File: src/rtl/chip8_exec_core.sv
// chip8_exec_core: CHIP-8 fetch/execute core with V regs, I, PC, stack
// and timers in flops; display, key and bulk-memory opcodes halt.
module chip8_exec_core #(
  parameter int ADDR_WIDTH = 12,
  parameter int STACK_DEPTH = 16,
  parameter logic [ADDR_WIDTH-1:0] PC_RESET = 'h200,
  parameter logic [15:0] LFSR_SEED = 16'hACE1,
  parameter bit QUIRK_SHIFT_VY = 1'b0,
  parameter bit QUIRK_VF_RESET = 1'b0
) (
  input  logic                  clk_in,
  input  logic                  rst_in,
  input  logic                  chip8_clk_in,
  input  logic                  active_in,
  input  logic                  timer_decr_in,
  input  logic                  mem_ready_in,
  input  logic                  mem_valid_in,
  input  logic [7:0]            mem_data_in,
  output logic                  mem_valid_out,
  output logic [ADDR_WIDTH-1:0] mem_addr_out,
  output logic [ADDR_WIDTH-1:0] pc_out,
  output logic                  instr_done_out,
  output logic                  halted_out,
  output logic [2:0]            error_out,
  output logic                  active_audio_out,
  input  logic [3:0]            dbg_sel_in,
  output logic [7:0]            dbg_reg_out
);

  localparam int SPW = $clog2(STACK_DEPTH + 1);
  localparam int SIW = $clog2(STACK_DEPTH);
  localparam logic [SPW-1:0] SP_FULL = SPW'(STACK_DEPTH);
  localparam logic [SPW-1:0] SP_ONE = SPW'(1);
  localparam logic [ADDR_WIDTH-1:0] A_ONE = ADDR_WIDTH'(1);
  localparam logic [ADDR_WIDTH-1:0] A_TWO = ADDR_WIDTH'(2);
  localparam logic [ADDR_WIDTH-1:0] A_FOUR = ADDR_WIDTH'(4);

  typedef enum logic [2:0] {
    S_IDLE,
    S_REQ_HI,
    S_WAIT_HI,
    S_REQ_LO,
    S_WAIT_LO,
    S_EXEC,
    S_HALT
  } state_t;

  state_t                state;
  logic [7:0]            v [16];
  logic [ADDR_WIDTH-1:0] i_reg;
  logic [ADDR_WIDTH-1:0] pc;
  logic [ADDR_WIDTH-1:0] stack [STACK_DEPTH];
  logic [SPW-1:0]        sp;
  logic [7:0]            dt;
  logic [7:0]            st;
  logic [15:0]           lfsr;
  logic [7:0]            op_hi;
  logic [7:0]            op_lo;

  logic [15:0]           op;
  logic [3:0]            x;
  logic [3:0]            y;
  logic [3:0]            n;
  logic [7:0]            kk;
  logic [ADDR_WIDTH-1:0] nnn_a;
  logic [7:0]            vx;
  logic [7:0]            vy;
  logic [8:0]            sum;
  logic [7:0]            sh_src;
  logic [SIW-1:0]        sp_top;

  logic [ADDR_WIDTH-1:0] pc_nx;
  logic                  wr_v;
  logic [7:0]            v_wd;
  logic                  wr_f;
  logic [7:0]            f_wd;
  logic                  wr_i;
  logic [ADDR_WIDTH-1:0] i_wd;
  logic                  wr_dt;
  logic                  wr_st;
  logic                  push;
  logic                  pop;
  logic [2:0]            err;
  logic                  exec_go;

  assign op      = {op_hi, op_lo};
  assign x       = op[11:8];
  assign y       = op[7:4];
  assign n       = op[3:0];
  assign kk      = op[7:0];
  assign nnn_a   = ADDR_WIDTH'(op[11:0]);
  assign vx      = v[x];
  assign vy      = v[y];
  assign sum     = {1'b0, vx} + {1'b0, vy};
  assign sh_src  = QUIRK_SHIFT_VY ? vy : vx;
  assign sp_top  = SIW'(sp - SP_ONE);
  assign exec_go = active_in && (state == S_EXEC);

  always_comb begin
    pc_nx = pc + A_TWO;
    wr_v  = 1'b0;
    v_wd  = 8'h00;
    wr_f  = 1'b0;
    f_wd  = 8'h00;
    wr_i  = 1'b0;
    i_wd  = i_reg;
    wr_dt = 1'b0;
    wr_st = 1'b0;
    push  = 1'b0;
    pop   = 1'b0;
    err   = 3'd0;
    unique case (op[15:12])
      4'h0: begin
        if (op != 16'h00EE) begin
          err = 3'd1;
        end else if (sp == '0) begin
          err = 3'd5;
        end else begin
          pop   = 1'b1;
          pc_nx = stack[sp_top];
        end
      end
      4'h1: pc_nx = nnn_a;
      4'h2: begin
        if (sp == SP_FULL) begin
          err = 3'd4;
        end else begin
          push  = 1'b1;
          pc_nx = nnn_a;
        end
      end
      4'h3: if (vx == kk) pc_nx = pc + A_FOUR;
      4'h4: if (vx != kk) pc_nx = pc + A_FOUR;
      4'h5: begin
        if (n != 4'h0) err = 3'd1;
        else if (vx == vy) pc_nx = pc + A_FOUR;
      end
      4'h9: begin
        if (n != 4'h0) err = 3'd1;
        else if (vx != vy) pc_nx = pc + A_FOUR;
      end
      4'h6: begin
        wr_v = 1'b1;
        v_wd = kk;
      end
      4'h7: begin
        wr_v = 1'b1;
        v_wd = vx + kk;
      end
      4'h8: begin
        wr_v = 1'b1;
        unique case (n)
          4'h0: v_wd = vy;
          4'h1: begin
            v_wd = vx | vy;
            wr_f = QUIRK_VF_RESET;
          end
          4'h2: begin
            v_wd = vx & vy;
            wr_f = QUIRK_VF_RESET;
          end
          4'h3: begin
            v_wd = vx ^ vy;
            wr_f = QUIRK_VF_RESET;
          end
          4'h4: begin
            v_wd = sum[7:0];
            wr_f = 1'b1;
            f_wd = {7'd0, sum[8]};
          end
          4'h5: begin
            v_wd = vx - vy;
            wr_f = 1'b1;
            f_wd = {7'd0, vx >= vy};
          end
          4'h7: begin
            v_wd = vy - vx;
            wr_f = 1'b1;
            f_wd = {7'd0, vy >= vx};
          end
          4'h6: begin
            v_wd = {1'b0, sh_src[7:1]};
            wr_f = 1'b1;
            f_wd = {7'd0, sh_src[0]};
          end
          4'hE: begin
            v_wd = {sh_src[6:0], 1'b0};
            wr_f = 1'b1;
            f_wd = {7'd0, sh_src[7]};
          end
          default: begin
            wr_v = 1'b0;
            err  = 3'd1;
          end
        endcase
      end
      4'hA: begin
        wr_i = 1'b1;
        i_wd = nnn_a;
      end
      4'hB: pc_nx = nnn_a + ADDR_WIDTH'(v[0]);
      4'hC: begin
        wr_v = 1'b1;
        v_wd = lfsr[7:0] & kk;
      end
      4'hF: begin
        unique case (kk)
          8'h07: begin
            wr_v = 1'b1;
            v_wd = dt;
          end
          8'h15: wr_dt = 1'b1;
          8'h18: wr_st = 1'b1;
          8'h1E: begin
            wr_i = 1'b1;
            i_wd = i_reg + ADDR_WIDTH'(vx);
          end
          default: err = 3'd1;
        endcase
      end
      default: err = 3'd1;
    endcase
  end

  // LFSR free-runs every cycle so RND depends on wall-clock timing
  always_ff @(posedge clk_in) begin
    if (rst_in) begin
      lfsr <= LFSR_SEED;
    end else begin
      lfsr <= {lfsr[14:0], lfsr[15] ^ lfsr[13] ^ lfsr[12] ^ lfsr[10]};
    end
  end

  always_ff @(posedge clk_in) begin
    if (rst_in) begin
      dt               <= 8'h00;
      st               <= 8'h00;
      active_audio_out <= 1'b0;
    end else begin
      active_audio_out <= (st != 8'h00);
      if (exec_go && err == 3'd0 && wr_dt) dt <= vx;
      else if (timer_decr_in && dt != 8'h00) dt <= dt - 8'h01;
      if (exec_go && err == 3'd0 && wr_st) st <= vx;
      else if (timer_decr_in && st != 8'h00) st <= st - 8'h01;
    end
  end

  always_ff @(posedge clk_in) begin
    if (rst_in) begin
      state          <= S_IDLE;
      pc             <= PC_RESET;
      i_reg          <= '0;
      sp             <= '0;
      op_hi          <= 8'h00;
      op_lo          <= 8'h00;
      mem_valid_out  <= 1'b0;
      mem_addr_out   <= '0;
      instr_done_out <= 1'b0;
      halted_out     <= 1'b0;
      error_out      <= 3'd0;
      for (int k = 0; k < 16; k++) v[k] <= 8'h00;
      for (int k = 0; k < STACK_DEPTH; k++) stack[k] <= '0;
    end else begin
      instr_done_out <= 1'b0;
      if (active_in) begin
        unique case (state)
          S_IDLE: begin
            if (chip8_clk_in) begin
              state         <= S_REQ_HI;
              mem_valid_out <= 1'b1;
              mem_addr_out  <= pc;
            end
          end
          S_REQ_HI: begin
            if (mem_ready_in) begin
              state         <= S_WAIT_HI;
              mem_valid_out <= 1'b0;
            end
          end
          S_WAIT_HI: begin
            if (mem_valid_in) begin
              op_hi         <= mem_data_in;
              state         <= S_REQ_LO;
              mem_valid_out <= 1'b1;
              mem_addr_out  <= pc + A_ONE;
            end
          end
          S_REQ_LO: begin
            if (mem_ready_in) begin
              state         <= S_WAIT_LO;
              mem_valid_out <= 1'b0;
            end
          end
          S_WAIT_LO: begin
            if (mem_valid_in) begin
              op_lo <= mem_data_in;
              state <= S_EXEC;
            end
          end
          S_EXEC: begin
            if (err != 3'd0) begin
              error_out  <= err;
              halted_out <= 1'b1;
              state      <= S_HALT;
            end else begin
              pc             <= pc_nx;
              instr_done_out <= 1'b1;
              state          <= S_IDLE;
              if (wr_v) v[x] <= v_wd;
              if (wr_f) v[15] <= f_wd;
              if (wr_i) i_reg <= i_wd;
              if (push) begin
                stack[SIW'(sp)] <= pc + A_TWO;
                sp              <= sp + SP_ONE;
              end
              if (pop) sp <= sp - SP_ONE;
            end
          end
          S_HALT: state <= S_HALT;
          default: state <= S_HALT;
        endcase
      end
    end
  end

  assign pc_out      = pc;
  assign dbg_reg_out = v[dbg_sel_in];

endmodule

File: config.mk
export PLATFORM = sky130hd
export DESIGN_NAME = chip8_exec_core
export DESIGN_NICKNAME = d
export VERILOG_FILES = /design/src/rtl/chip8_exec_core.sv
export SDC_FILE = /design/constraint.sdc
export NUM_CORES = 1
export LEC_CHECK = 0
export BUFFER_PORTS_ARGS = -buffer_cell sky130_fd_sc_hd__buf_2
export CORE_AREA = 2 2 196 198
export CTS_CLUSTER_DIAMETER = 100
export DETAILED_ROUTE_END_ITERATION = 6
export DIE_AREA = 0 0 198 200
export GPL_TIMING_DRIVEN = 1
export PLACE_DENSITY = 0.81
export SLEW_MARGIN = 5
export SYNTH_ARGS = -nofsm -noshare
export SYNTH_HDL_FRONTEND = slang
export SYNTH_SLANG_ARGS = --single-unit
File: constraint.sdc
create_clock -name clk_in -period 5.4 [get_ports clk_in]
set_input_delay 0.54 -clock clk_in [delete_from_list [all_inputs] [get_ports clk_in]]
set_output_delay 0.54 -clock clk_in [all_outputs]
set_load 0.05 [all_outputs]
==> impl_results.md, run 1 <==
- Root Driver: clkbuf_16
- Synth-to-Final Area Change: 8.80%
- Avg Vias per Cell: roughly 7.0
- Routed vias: between 15k and 20k
- F_max: 202 MHz
- Final min period: 4.96 ns
- Min-Delay Path Class: in -> reg
- Worst slew pin tran: 1.03 ns
- Pin count of the biggest net entering global routing: 60
- Number of clock sinks: between 400 and 500
- Finished Cell Area: 0.0258 mm²
- Setup slack after placement: 0.378 ns
- Die extent in y: 200 µm
- Drt wl/cell: 26.7 µm
- Max H-tree Level: 2
- Drt drc: 0
- Clock skew after layout: 0.0177 ns
- Unrepaired setup endpoints after global routing: no
- Hpwl dp: 47,700 µm
- Fin. Hold Viols: 0
- Number of synthesized flops with an enable pin: 320
- Final Max Tran Viols: 0
- Initial Util: 0.634
- Area of the die: 0.0396 mm²
- Post-synth ARST share: 0
- Fill cells: 2,601
- #FFs+latches synth: 414
- Die width: 198 µm
- Clock-pin slew on the worst setup and hold paths: 0.06 ns
- Diodes inserted: 0
- Top cell type's share of synthesized area: 0.406
- Max Root-Sink Buffers: 3
- Postcts setup bufs: 0
- Initial antenna violation count: 0
- Relative slew slack: 0.314
- WP data required: 5.82 ns
- HP Start: mem_data_in[7]
- Crit path launch type: register
- CTS tree: yes
- Max_cap viols: 0
- CP endpoint kind: register
- Utilization after layout: 0.689
- IO Port Bufs: 56
- Final setup violation count: 0
- DRT Wirelength: 69,300 µm
- Num rows: 71
- Period utilisation layout: 0.918
- Status: finished clean
- Crit Path Max Fanout: 14
- Dpl cell area: 0.0244 mm²
- Avg Inst Size Synth: 11.5 µm²
- Synth cell types: 89
- Post-synth top flop: edfxtp_1
- Global-route wire length before repair: ~110,000 µm
- Synth warn: 0
- Post-synth top area cell: edfxtp_1
- Gr usage total: 0.357
- Post-synthesis sequential area ratio: 0.485
- Ranking of synthesized cells by area: edfxtp_1 (41%), mux4_2 (15%), dfxtp_1 (7.9%), nor2_1 (6.0%), ha_1 (3.2%)
- Post-Syn Area: 0.0237 mm²
- P per Cell Area: roughly 280 mW/mm²
- Gpl congestion: 1.02
- Final Power: ~7.3 mW
- Final setup margin: 0.444 ns
- Syn_nets: 2,143
- Iter 0 DRT Violations: ~2.7k
- IO Count: 58
- CP Class: reg -> reg
- Cts bufs inserted: 43
- Core Region: 0.0374 mm²
- Vias in the first global route: 17.6k
- Worst EP arrival: approximately 5.4 ns
- Skew-Pair Late Insertion Delay: 0.58 ns
- Worst ir drop on vdd: roughly 0.00031 V
- Post-synthesis cell count: just over 2k
- Post-DRT Antenna Nets: 0
- P_leak: 8.81 nW
- Fin nets: approximately 2.1k
- Total gr overflow: 0
- Setup TNS: 0 ns
- Share of layout cells above drive strength 1: 0.184
- DR pass1 iterations: 6
## flip-flops by register name (all words and copies together), names as in the netlist, named ones only
| register | flops |
|---|---|
| stack | 192 |
| v | 128 |
| lfsr | 16 |
| mem_addr_out | 12 |
| pc_out | 12 |
| dt | 8 |
| kk | 8 |
| op_hi | 8 |
| st | 8 |
| sp | 5 |
| state | 3 |
| error_out | 2 |
| active_audio_out | 1 |
| halted_out | 1 |
| instr_done_out | 1 |
| mem_valid_out | 1 |
## cell type report
class / instances / area (µm²) / area share
flip-flops and latches: 414 / 11500 / 0.446
clock inverters: 21 / 184 / 0.00713
repair buffers: 118 / 758 / 0.0294
multi-input cells: 1428 / 11300 / 0.439
clock buffers: 53 / 1160 / 0.0451
well taps: 511 / 639 / 0.0248
inverters: 55 / 206 / 0.00801
## critical path: stages, from the launching register on
cell and delay, ns:
dfxtp_1 0.66, mux4_1 0.65, mux4_2 0.66, inv_1 0.17, ha_1 0.43, nor4_1 0.40
a21boi_0 0.14, o211ai_1 0.33, or4b_4 0.52, nand2_1 0.21, a21oi_1 0.06, a2111oi_0 0.48
a211oi_1 0.09
## stage by stage
stage / hold WS, ns / std cells
after floorplan: 0.389 / 2058
after global placement: 0.400 / 2526
after detailed placement: 0.398 / 2526
after CTS: 0.242 / 2600
after global routing: 0.262 / 2600
final: 0.254 / 2600
## where the power goes
part	internal [mW]	switching, mW	total, mW
registers	3.58	0.0955	3.67
logic	0.260	0.401	0.661
clock network	1.67	1.26	2.93
total	5.51	1.76	7.26
## what timing repair did
action / 4_1_cts / 5_1_grt
gates resized for setup: 0 / 1
setup endpoints to repair: 0 / 1
hold buffers: 0 / 0
## placed cells by master, fill, tap and decap left out, drive strengths merged, types with 46 or more instances in the layout
| cell type | n |
|---|---|
| dfxtp | 94 |
| a211oi | 46 |
| o21ai | 63 |
| clkbuf | 53 |
| edfxtp | 320 |
| ha | 61 |
| mux4 | 166 |
| buf | 118 |
| inv | 56 |
| nor2 | 380 |
| a21oi | 120 |
| nand2 | 149 |
## cells by family (layout without fill, tap and decap cells)
group,after synthesis,count (layout),synth area share
xor+xnor,62,62,0.0232
other cells,1,1,0.000158
flops,414,414,0.485
simple gates,730,730,0.139
buf+inv,216,247,0.0389
compound gates,350,350,0.0953
mux,219,219,0.182
fa+ha+maj,66,66,0.0364
## routing by layer
layer | GRT usage | part of all wire | up-vias | wire (µm)
li1 | - | - | 7667 | -
met1 | 0.502 | 0.37 | 8831 | 25900
met2 | 0.551 | 0.46 | 1371 | 31800
met3 | 0.0741 | 0.13 | 225 | 8940
met4 | 0.147 | 0.039 | 0 | 2700
met5 | 0 | 0 | - | 0
## synthesized netlist by cell type, types with 23 or more instances
master / n
a211oi_1: 45
a21oi_1: 120
clkbuf_1: 120
dfxtp_1: 94
edfxtp_1: 320
ha_1: 61
inv_1: 54
mux2i_1: 44
mux4_2: 157
nand2_1: 149
nand3_1: 23
nor2_1: 380
nor2b_1: 33
nor3_1: 30
o21ai_0: 60
xnor2_1: 34
xor2_1: 27
## worst paths after layout
path,slack [ns],cells past startpoint,end
worst max-delay path,0.44,12,pc_out[4]
worst max register to register,0.44,12,pc_out[4]
worst min-delay path,0.25,3,op_hi[7]
worst min register to register,0.41,1,lfsr[15]
No activity file was read; power rests on OpenSTA's default activity.
==> inputs of run 2 (changes only) <==
--- a/config.mk
+++ b/config.mk
@@ -6,12 +6,12 @@
 export NUM_CORES = 1
 export LEC_CHECK = 0
 export BUFFER_PORTS_ARGS = -buffer_cell sky130_fd_sc_hd__buf_2
-export CORE_AREA = 2 2 196 198
+export CORE_AREA = 2 2 202 204
 export CTS_CLUSTER_DIAMETER = 100
 export DETAILED_ROUTE_END_ITERATION = 6
-export DIE_AREA = 0 0 198 200
+export DIE_AREA = 0 0 204 206
 export GPL_TIMING_DRIVEN = 1
-export PLACE_DENSITY = 0.81
+export PLACE_DENSITY = 0.76
 export SLEW_MARGIN = 5
 export SYNTH_ARGS = -nofsm -noshare
 export SYNTH_HDL_FRONTEND = slang
==> run 2 against run 1 <==
Net effect: routed wire length grew 0.25%; via count shrank 0.92%; critical path depth grew 1; total power shrank 1.0%; combinational power is essentially flat; clock skew grew 0.0038 ns; clock-buffer cell count grew 11; critical path type unchanged.
==> impl_results.md, run 2 (synthesis results as in run 1) <==
- Gate power share: 0.092 (about the same)
- Max H-tree Level: 2 (unchanged)
- Top Registers: stack (192), v (128), lfsr (16)
- Flop pwr share: 0.510 (+0.004)
- Skew-Pair Late Insertion Delay: 0.59 ns (about the same)
- Die extent in y: 206 µm (+3.0%)
- WP buf/inv: 2 (+1)
- Global-route wire length before repair: 105,000 µm (-0.28%)
- IO Count: 58 (unchanged)
- Net Switching: 1.73 mW (-1.5%)
- Kind of cell adding the most delay to the critical path: simple AND/OR/NAND/NOR gates
- Final min period: 5.20 ns (+0.240 ns)
- Clock-pin slew on the worst setup and hold paths: 0.06 ns (about the same)
- Largest Register: stack
- Met2 Use GR: 0.519 (-0.0317)
- Vias in the first global route: 17.3k (-1.6%)
- # hold bufs at CTS: 0 (unchanged)
- Drt drc: 0 (unchanged)
- DRT Wirelength: 69,500 µm (+0.25%)
- Hold Crit Depth: 3 (unchanged)
- Setup TNS: 0 ns (unchanged)
- CP Cell Sequence: buf_4 > mux4_2 > mux4_1 > inv_1 > ha_1 > nor4_1 > a21boi_0 > o211ai_1 > or4b_4 > nand2_1 > a21oi_1 > a2111oi_0 > a211oi_1
- Core Region: 0.0402 mm² (+7.4%)
- Worst path slowest cell: mux4_1
- Drt wl/cell: 26.5 µm (-0.71%)
- Max_cap viols: 0 (unchanged)
- Final Max Tran Viols: 0 (unchanged)
- Flop2flop setup slack: 0.20 ns (-0.24 ns)
- WP data required: 5.84 ns (+0.02 ns)
- GR Util met3: 0.0766 (+0.00254)
- Worst r2r dst: pc_out[4]
- Period utilisation layout: 0.962 (+0.0445)
- Number of clock sinks: 414 (unchanged)
- Crit Path Max Fanout: 13 (-1)
- Hold endpoint: op_hi[5]
- Worst slew pin tran: 1.20 ns (+0.174 ns)
- Synth-to-Final Area Change: 8.79% (about the same)
- Switching share of power: 0.241 (-0.00120)
- CTS tree: yes
- Min-Delay Path Class: in -> reg
- Pin count of the biggest net entering global routing: 63 (+5.0%)
- Post-DRT Antenna Nets: 0 (unchanged)
- Final setup margin: 0.203 ns (-0.240 ns)
- Met1 Use GR: 0.453 (-0.0493)
- Commonest non-fill, non-tap cells in the layout: nor2_1 (380), edfxtp_1 (320), mux4_2 (157)
- IO Port Bufs: 56 (unchanged)
- Iter 0 DRT Violations: 3,094 (+13%)
- Fin nets: 2,145 (unchanged)
- Initial antenna violation count: 1 (+1)
- Gr usage total: 0.334 (-0.0234)
- Setup slack after placement: 0.280 ns (-0.0981 ns)
- F_max: 192 MHz (-4.6%)
- CP endpoint kind: register
- Num rows: 74 (+4.2%)
- Avg Vias per Cell: 6.83 (-1.9%)
- Share of layout cells above drive strength 1: 0.181 (-0.00265)
- P per Cell Area: 279 mW/mm² (-1.0%)
- Area of the die: 0.0420 mm² (+6.1%)
- Finished Cell Area: 0.0258 mm² (about the same)
- Routed vias: 17.9k (-0.92%)
- Crit path depth: 13 (+1)
- DR pass1 iterations: 6 (unchanged)
- Reg2Reg Depth: 13 (+1)
- HP Start: mem_data_in[5]
- Max Root-Sink Buffers: 3 (unchanged)
- Busiest grt layer: met2
- Root Driver: clkbuf_16
- Worst EP arrival: 5.63 ns (+0.25 ns)
- Gpl congestion: 1.00 (-1.3%)
- Commonest non-fill, non-tap cell in the layout: nor2_1
- CP Class: reg -> reg
- Clk pwr share: 0.398 (-0.005)
- Status: finished clean
- Total gr overflow: 0 (unchanged)
- Unrepaired setup endpoints after global routing: no
- Internal power: 5.46 mW (-0.88%)
- Slowest Stage Delay on Critical Path: 0.73 ns (+0.07 ns)
- Max reg flops: 192 (unchanged)
- Final setup violation count: 0 (unchanged)
- Cts bufs inserted: 43 (unchanged)
- Dpl cell area: 0.0244 mm² (about the same)
- Hpwl dp: 47,600 µm (about the same)
- Die width: 204 µm (+3.0%)
- Worst ir drop on vdd: 0.000229 V (-26%)
- P_leak: 8.79 nW (-0.21%)
- Clock skew after layout: 0.0215 ns (+0.00381 ns)
- Initial Util: 0.590 (-0.0439)
- Relative slew slack: 0.198 (-0.116)
- Crit path launch type: register
- Fin. Hold Viols: 0 (unchanged)
-- run 2: changes by cell type in the layout (fill, tap and decap cells not counted), sizes merged --
cell,before,now
clkbuf,53,64
clkinv,16,12
bufinv,3,1
clkinvlp,1,0
diode,0,1
inv,56,55
-- run 2: worst reg2reg max path, stage by stage, from the launching register on --
cell	delay (ns)
dfxtp_2	0.59
buf_4	0.24
mux4_2	0.51
mux4_1	0.73
inv_1	0.20
ha_1	0.33
nor4_1	0.50
a21boi_0	0.18
o211ai_1	0.41
or4b_4	0.54
nand2_1	0.23
a21oi_1	0.06
a2111oi_0	0.44
a211oi_1	0.09
-- run 2: worst max path at each step --
stage               slack (ns)        end  startpoint
floorplan                 0.57    v[0][2]    register
global placement          0.44  pc_out[4]    register
detailed placement        0.28  pc_out[4]    register
CTS                       0.27  pc_out[4]    register
global route              0.07  pc_out[4]    register
finish                    0.20  pc_out[4]    register
-- run 2: per-stage QoR --
step	hold slack, ns	total power [mW]	utilization	std cells
floorplan	0.389	4.18	-	2058
global placement	0.397	4.35	0.608	2545
detailed placement	0.396	4.38	0.608	2545
CTS	0.233	7.19	0.641	2622
global route	0.262	7.37	0.641	2625
finish	0.241	7.19	0.641	2625
-- run 2: layout make-up --
cell class / instances / area, µm²
fill: 2981 / 14400
clock inverter: 13 / 93.8
inverter: 55 / 206
clock buffer: 64 / 1230
tap: 532 / 666
antenna: 1 / 2.50
multi-input combinational: 1428 / 11300
sequential: 414 / 11500
timing repair buffer: 118 / 758
-- run 2: power groups by stage --
stage	Sequential, mW	Combinational (mW)	Clock [mW]
global route	3.68	0.713	2.98
CTS	3.66	0.658	2.87
global placement	3.72	0.638	0
detailed placement	3.73	0.651	0
finish	3.66	0.662	2.86
floorplan	3.73	0.455	0
-- run 2: per-layer routing --
metal  part of all wire  up-vias  wire length [µm]
li1                   -     7682                 -
met1               0.37     8726             25900
met2               0.46     1274             31600
met3               0.12      245              8590
met4              0.049        0              3390
met5                  0        -                 0
-- run 2: what timing repair did --
item,CTS,global route
setup buffers,0,2
setup endpoints to repair,0,1
gates resized for setup,0,0
